$ cat config.mk
export PLATFORM = sky130hd
export DESIGN_NAME = ov7670_stream_emulator_flat
export DESIGN_NICKNAME = d
export VERILOG_FILES = /design/src/rtl/ov7670_emu_pkg.sv /design/src/rtl/ov7670_emu_if.sv /design/src/rtl/ov7670_emu_luma.sv /design/src/rtl/ov7670_stream_emulator.sv /design/src/flat_wrapper.sv
export SDC_FILE = /design/constraint.sdc
export NUM_CORES = 1
export LEC_CHECK = 0
export CORE_ASPECT_RATIO = 1.25
export CORE_UTILIZATION = 50
export CTS_CLUSTER_DIAMETER = 30
export CTS_CLUSTER_SIZE = 16
export DETAILED_ROUTE_END_ITERATION = 12
export PLACE_DENSITY = 0.69
export SLEW_MARGIN = 20
export SYNTH_ARGS = -nofsm -noshare
export SYNTH_HDL_FRONTEND = slang
export SYNTH_SLANG_ARGS = --single-unit
$ cat constraint.sdc
create_clock -name clk -period 5.85 [get_ports clk]
set_input_delay 0.8775 -clock clk [delete_from_list [all_inputs] [get_ports clk]]
set_output_delay 0.8775 -clock clk [all_outputs]
set_load 0.005 [all_outputs]
$ cat src/rtl/ov7670_emu_pkg.sv
`default_nettype none
// ============================================================================
// Module   : ov7670_emu_pkg
// Brief    : Shared types and constants for the OV7670 stream emulator.
// Revision : 1.0
// ============================================================================
package ov7670_emu_pkg;

    typedef logic [2:0] emu_state_t;
    localparam emu_state_t ST_IDLE   = 3'd0;
    localparam emu_state_t ST_VSYNC  = 3'd1;
    localparam emu_state_t ST_VBACK  = 3'd2;
    localparam emu_state_t ST_ACTIVE = 3'd3;
    localparam emu_state_t ST_VFRONT = 3'd4;

    typedef enum logic [1:0] {
        PAT_RAMP    = 2'd0,
        PAT_BARS    = 2'd1,
        PAT_CHECKER = 2'd2,
        PAT_DIAG    = 2'd3
    } emu_pattern_e;

    localparam logic [7:0] CHROMA_BYTE = 8'h80;
    localparam logic [7:0] CHECKER_HI  = 8'hF0;
    localparam logic [7:0] CHECKER_LO  = 8'h10;
    localparam int         BAR_WIDTH   = 80;
    localparam int         BAR_STEP    = 36;

endpackage
`default_nettype wire

$ cat src/rtl/ov7670_emu_if.sv
`default_nettype none
// ============================================================================
// Module   : ov7670_emu_if
// Brief    : OV7670-style parallel pixel bus (vsync, href, data).
// Revision : 1.0
// ============================================================================
interface ov7670_emu_if;
    logic       vsync;
    logic       href;
    logic [7:0] data;

    modport master (output vsync, output href, output data);
    modport slave  (input  vsync, input  href, input  data);
endinterface
`default_nettype wire

$ cat src/rtl/ov7670_emu_luma.sv
`default_nettype none
// ============================================================================
// Module   : ov7670_emu_luma
// Brief    : Combinational test-pattern luma generator (pattern, x, y, frame).
// Revision : 1.0
// ============================================================================
module ov7670_emu_luma
    import ov7670_emu_pkg::*;
(
    input  emu_pattern_e pattern,
    input  logic [9:0]   x,
    input  logic [9:0]   y,
    input  logic [7:0]   frame_cnt,
    output logic [7:0]   luma
);

    always_comb begin
        luma = x[7:0];
        case (pattern)
            PAT_RAMP:    luma = x[7:0];
            PAT_BARS:    luma = 8'((x / 10'(BAR_WIDTH)) * 10'(BAR_STEP));
            PAT_CHECKER: luma = (x[4] ^ y[4]) ? CHECKER_HI : CHECKER_LO;
            PAT_DIAG:    luma = 8'(x + y + {2'b00, frame_cnt});
            default:     luma = x[7:0];
        endcase
    end

endmodule
`default_nettype wire

$ cat src/rtl/ov7670_stream_emulator.sv
`default_nettype none
// ============================================================================
// Module   : ov7670_stream_emulator
// Brief    : VGA-timed OV7670 parallel-output emulator with test patterns.
// Revision : 1.0
// ============================================================================
module ov7670_stream_emulator
    import ov7670_emu_pkg::*;
#(
    parameter int IMG_WIDTH   = 640,
    parameter int IMG_HEIGHT  = 480,
    parameter int H_BLANK     = 288,
    parameter int VSYNC_LINES = 3,
    parameter int V_BACK      = 17,
    parameter int V_FRONT     = 10
) (
    input  logic               clk,
    input  logic               reset_n,
    input  logic               enable,
    input  logic [1:0]         pattern_sel,
    ov7670_emu_if.master       cam,
    output logic               frame_start,
    output logic               busy
);

    localparam logic [10:0] c_line_last    = 11'(2 * IMG_WIDTH + H_BLANK - 1);
    localparam logic [10:0] c_active_bytes = 11'(2 * IMG_WIDTH);
    localparam logic [9:0]  c_vsync_last   = 10'(VSYNC_LINES - 1);
    localparam logic [9:0]  c_vback_last   = 10'(V_BACK - 1);
    localparam logic [9:0]  c_active_last  = 10'(IMG_HEIGHT - 1);
    localparam logic [9:0]  c_vfront_last  = 10'(V_FRONT - 1);

    emu_state_t   r_state, w_state_n;
    logic [10:0]  r_hcnt, w_hcnt_n;
    logic [9:0]   r_lcnt, w_lcnt_n;
    logic [7:0]   r_frame_cnt, w_frame_cnt_n;
    emu_pattern_e r_pattern, w_pattern_n;
    logic [9:0]   w_line_last;

    logic         r_vsync, r_href, r_frame_start, r_busy;
    logic [7:0]   r_data;
    logic         w_vsync_n, w_href_n, w_frame_start_n;
    logic [7:0]   w_data_n, w_luma;

    always_comb begin
        case (r_state)
            ST_VSYNC:  w_line_last = c_vsync_last;
            ST_VBACK:  w_line_last = c_vback_last;
            ST_ACTIVE: w_line_last = c_active_last;
            default:   w_line_last = c_vfront_last;
        endcase
    end

    // Next-state view: the output registers are loaded from these values so
    // every output describes the byte the counters point at after the edge.
    always_comb begin
        w_state_n     = r_state;
        w_hcnt_n      = r_hcnt;
        w_lcnt_n      = r_lcnt;
        w_frame_cnt_n = r_frame_cnt;
        w_pattern_n   = r_pattern;
        if (r_state == ST_IDLE) begin
            if (enable) begin
                w_state_n   = ST_VSYNC;
                w_hcnt_n    = 11'd0;
                w_lcnt_n    = 10'd0;
                w_pattern_n = emu_pattern_e'(pattern_sel);
            end
        end else if (r_hcnt == c_line_last) begin
            w_hcnt_n = 11'd0;
            if (r_lcnt == w_line_last) begin
                w_lcnt_n = 10'd0;
                case (r_state)
                    ST_VSYNC:  w_state_n = ST_VBACK;
                    ST_VBACK:  w_state_n = ST_ACTIVE;
                    ST_ACTIVE: w_state_n = ST_VFRONT;
                    default: begin
                        w_frame_cnt_n = r_frame_cnt + 8'd1;
                        if (enable) begin
                            w_state_n   = ST_VSYNC;
                            w_pattern_n = emu_pattern_e'(pattern_sel);
                        end else begin
                            w_state_n   = ST_IDLE;
                        end
                    end
                endcase
            end else begin
                w_lcnt_n = r_lcnt + 10'd1;
            end
        end else begin
            w_hcnt_n = r_hcnt + 11'd1;
        end
    end

    ov7670_emu_luma u_luma (
        .pattern   (w_pattern_n),
        .x         (w_hcnt_n[10:1]),
        .y         (w_lcnt_n),
        .frame_cnt (w_frame_cnt_n),
        .luma      (w_luma)
    );

    always_comb begin
        w_vsync_n       = (w_state_n == ST_VSYNC);
        w_frame_start_n = (w_state_n == ST_VSYNC) && (r_state != ST_VSYNC);
        w_href_n        = (w_state_n == ST_ACTIVE) && (w_hcnt_n < c_active_bytes);
        w_data_n        = 8'h00;
        if (w_href_n) begin
            w_data_n = w_hcnt_n[0] ? CHROMA_BYTE : w_luma;
        end
    end

    always_ff @(posedge clk or negedge reset_n) begin
        if (!reset_n) begin
            r_state       <= ST_IDLE;
            r_hcnt        <= 11'd0;
            r_lcnt        <= 10'd0;
            r_frame_cnt   <= 8'd0;
            r_pattern     <= PAT_RAMP;
            r_vsync       <= 1'b0;
            r_href        <= 1'b0;
            r_data        <= 8'h00;
            r_frame_start <= 1'b0;
            r_busy        <= 1'b0;
        end else begin
            r_state       <= w_state_n;
            r_hcnt        <= w_hcnt_n;
            r_lcnt        <= w_lcnt_n;
            r_frame_cnt   <= w_frame_cnt_n;
            r_pattern     <= w_pattern_n;
            r_vsync       <= w_vsync_n;
            r_href        <= w_href_n;
            r_data        <= w_data_n;
            r_frame_start <= w_frame_start_n;
            r_busy        <= (w_state_n != ST_IDLE);
        end
    end

    assign cam.vsync   = r_vsync;
    assign cam.href    = r_href;
    assign cam.data    = r_data;
    assign frame_start = r_frame_start;
    assign busy        = r_busy;

endmodule
`default_nettype wire

$ cat src/flat_wrapper.sv
// flat-port wrapper written by rule: the top's interface ports become plain ports
module ov7670_stream_emulator_flat import ov7670_emu_pkg::*;
#(
    parameter int IMG_WIDTH   = 640,
    parameter int IMG_HEIGHT  = 480,
    parameter int H_BLANK     = 288,
    parameter int VSYNC_LINES = 3,
    parameter int V_BACK      = 17,
    parameter int V_FRONT     = 10
)
  (clk, reset_n, enable, pattern_sel, frame_start, busy, cam_vsync, cam_href, cam_data);
  ov7670_emu_if cam_i ();
  input  logic clk;
  input  logic reset_n;
  input  logic enable;
  input  logic [1:0] pattern_sel;
  output logic frame_start;
  output logic busy;
  output wire logic [$bits(cam_i.vsync)-1:0] cam_vsync;
  output wire logic [$bits(cam_i.href)-1:0] cam_href;
  output wire logic [$bits(cam_i.data)-1:0] cam_data;
  assign cam_vsync = cam_i.vsync;
  assign cam_href = cam_i.href;
  assign cam_data = cam_i.data;
  ov7670_stream_emulator #(.IMG_WIDTH(IMG_WIDTH), .IMG_HEIGHT(IMG_HEIGHT), .H_BLANK(H_BLANK), .VSYNC_LINES(VSYNC_LINES), .V_BACK(V_BACK), .V_FRONT(V_FRONT)) u_core (.clk(clk), .reset_n(reset_n), .enable(enable), .pattern_sel(pattern_sel), .cam(cam_i), .frame_start(frame_start), .busy(busy));
endmodule
==> summary.md <==
| Metric | Value |
|---|---|
| DPL Wire Length | `6640 um` |
| Routed WL per cell | `18.1 um` |
| Fmax | `0.193 GHz` |
| Met2 Use GR | `44.3%` |
| Pwr Density | `251 nW/um^2` |
| Syn Std Cell Area | `3400 sq um` |
| R2R Path End | `u_core.cam.data[7]` |
| GR Util met3 | `3.76%` |
| # hold bufs at CTS | `0` |
| Critical path capture point type | `register` |
| Setup ws final | `0.658 ns` |
| WP data required | `6.03 ns` |
| R2R setup slack | `0.66 ns` |
| # Post-CTS Setup Buffers | `0` |
| Setup-failing EPs final | `0` |
| Final clock skew | `0.00930 ns` |
| Total power | `0.000927 W` |
| Post-CTS sizing | `0` |
| Fraction of layout cells with a size suffix above 1 | `7.93%` |
| Via density | `6.39` |
| Final Wtd Congestion | `0.904` |
| Initial antenna violation count | `0` |
| Worst-path clk slew | `0.08 ns` |
| Num ports | `17` |
| Pin count of the biggest net entering global routing | `47` |
| Dpl ws | `0.680 ns` |
| CP most frequent cell | `a21oi_1` |
| Fin util | `56.3%` |
| Core area | `6570 sq um` |
| Die Area | `7140 sq um` |
| Top FF cell, synth | `dfrtp_1` |
| Clock sink total | `46` |
| PortBufs | `16` |
| Status | `finished, final reports clean` |
| CTS Buffer Depth | `2` |
| RR Startpoint | `u_core.r_state[1]` |
| ANT nets after route | `0` |
| YS warnings | `0` |
| Critical path class | `reg -> reg` |
| Fin. Hold Viols | `0` |
| Commonest cells after routing, fill and taps aside | `dfrtp_1, nand2_1, inv_1` |
| #FFs+latches synth | `46` |
| Root Buffer | `clkbuf_8` |
| RSZ-0062 raised after global routing | `no` |
| Starting DRT DRC Count | `335` |
| Leakage dissipation | `1.59 nW` |
| Ranking of synthesized cells by area | `dfrtp_1, fa_1, ha_1` |
| Max_slew headroom | `45.3%` |
| Startpoint Class | `register` |
| Post-synthesis cell count | `382` |
| GRT Overall Usage | `26.9%` |
| Synth-to-Final Area Change | `8.57%` |
| Post-route minimum period | `5.19 ns` |
| Crit path cell chain | `nor2b_1 > o21ai_2 > a22oi_2 > nor4_4 > or2_2 > a21oi_1 > o21ai_0 > o31a_1 > fa_1 > inv_1 > fa_1 > a21oi_1 > nor2_1 > o21ai_0 > nand2b_1 > a21oi_1 > xnor3_1 > xor2_1 > o311a_1` |
| Critical path arrival | `5.37 ns` |
| Worst reg2reg path depth | `19` |
| Post-route DRC | `0` |
| Post-synth top area share | `33.8%` |
| Area post-placement | `3610 sq um` |
| EDFF count, synth | `0` |
| Setup TNS | `0 ns` |
| Via count | `3056` |
| Max Cap Viol | `0` |
| Net Count, Synth | `406` |
| # H-tree levels | `2` |
| Yosys cell types | `76` |
| Critical path buffers and inverters | `1` |
| Post-synthesis sequential area ratio | `33.8%` |
| Starting density of the core | `51.8%` |
| Mapped Avg Cell Area | `8.91 sq um` |
| Most common cell after layout, fill and taps aside | `dfrtp_1` |
| Die H | `94.2 um` |
| CP top delay family | `compound AO/OA/AOI/OAI gates` |
| Hold_sp | `u_core.r_lcnt[9]` |
| Hold Crit Endpoint | `u_core.r_lcnt[9]` |
| Detailed Route WL | `8650 um` |
| Met1 usage | `35.9%` |
| Asr flop ratio synth | `100%` |
| Crit-path max FO | `14` |
| Rows | `33` |
| Area leader, netlist | `dfrtp_1` |
| Ratio of final minimum period to clock period | `88.8%` |
| Antenna cell count | `0` |
| GR peak layer | `met2` |
| Worst VDD drop | `0.134 mV` |
| Pre-antenna DRT Iters | `7` |
| Worst Max-Slew Pin Slew | `0.810 ns` |
| Worst skew pair latency | `0.30 ns` |
| Final instance area | `3690 sq um` |
| Slowest CP cell | `dfrtp_1` |
| CTS tree | `yes` |
| Hold-critical path depth | `1` |
| Hold/Removal Path Class | `reg -> reg` |
| CTS Buf Count | `5` |
| Final net count | `415` |
| Slew Limit Fails | `0` |
| First-pass GRT wire length | `14200 um` |
| Congestion Overflow GR | `0` |
| Vias in the first global route | `2944` |
| DIE WIDTH | `75.8 um` |
| Worst path max stage delay | `0.56 ns` |
## worst max path at each step
stage	from	endpoint	slack, ns	depth (start not counted)
3_3_place_gp	enable	u_core.cam.data[7]	0.77	17
5_1_grt	u_core.r_hcnt[0]	u_core.cam.data[7]	0.32	19
3_5_place_dp	enable	u_core.cam.data[7]	0.68	17
4_1_cts	u_core.r_state[1]	u_core.cam.data[7]	0.70	19
2_1_floorplan	u_core.r_hcnt[0]	u_core.cam.data[7]	1.09	21
6_report	u_core.r_state[1]	u_core.cam.data[7]	0.66	19
## through the flow
stage	hold slack, ns	instances
2_1_floorplan	0.437	382
5_1_grt	0.515	478
6_report	0.496	478
3_5_place_dp	0.485	471
3_3_place_gp	0.470	471
4_1_cts	0.500	478
## synth_stat cells (3+ instances only)
master    count
a31oi_1      10
o21ai_0      21
o21a_1        3
or4_1         4
nand2b_1      4
nand2_1      32
nand4_1      14
or2_2         4
nor2_1       19
a21oi_1      19
a21o_1        4
a32oi_1       3
o31a_1        6
ha_1         11
nor2b_1       5
nand3_1       8
buf_2         7
a221oi_1      3
buf_4         3
dfrtp_1      46
clkbuf_1      7
nor4_1        7
o31ai_1       8
xnor2_1      11
or3_1         6
and3_1        7
inv_1        32
fa_1          8
nor3_1        7
xor2_1        5
## state kept, by name, summed over array words and instances (netlist names)
signal and flops:
u_core.r_hcnt 11, u_core.r_lcnt 10, u_core.cam.data 8, u_core.r_frame_cnt 8, u_core.r_state 3, u_core.r_pattern 2
u_core.busy 1, u_core.cam.href 1, u_core.cam.vsync 1, u_core.frame_start 1
## final cells by class
type	instances	area [sq um]
fillers	570	2870
well taps	87	109
clock buffers	6	72.6
clock inverters	1	7.51
repair buffers	21	195
multi-input cells	282	2030
flip-flops and latches	46	1150
inverters	35	131
## cell families (layout without fill, tap and decap cells)
group                      after synthesis  after routing  share of synthesized area (%)
muxes                                    3              3                          0.919
DFF                                     46             46                           33.8
AOI/OAI and AO/OA                      111            111                           23.1
adders and majority gates               20             20                           9.05
buffers and inverters                   54             63                           6.58
and+or+nand+nor                        131            131                           21.7
xor gates and xnor gates                17             17                           4.78
## power by group
part	internal, W	leakage, nW	total (W)	switching, W
combinational	0.000131	0.963	0.000341	0.000210
sequential	0.000347	0.591	0.000397	0.0000505
clock	0.0000821	0.0373	0.000189	0.000106
## metal layers
metal	wire, um	part of all wire, %	vias to the layer above
met3	502	5.8	23
met4	204	2.4	0
li1	-	-	1428
met5	0	0	-
met2	4290	50	121
met1	3660	42	1484
No activity file was read; power rests on OpenSTA's default activity.
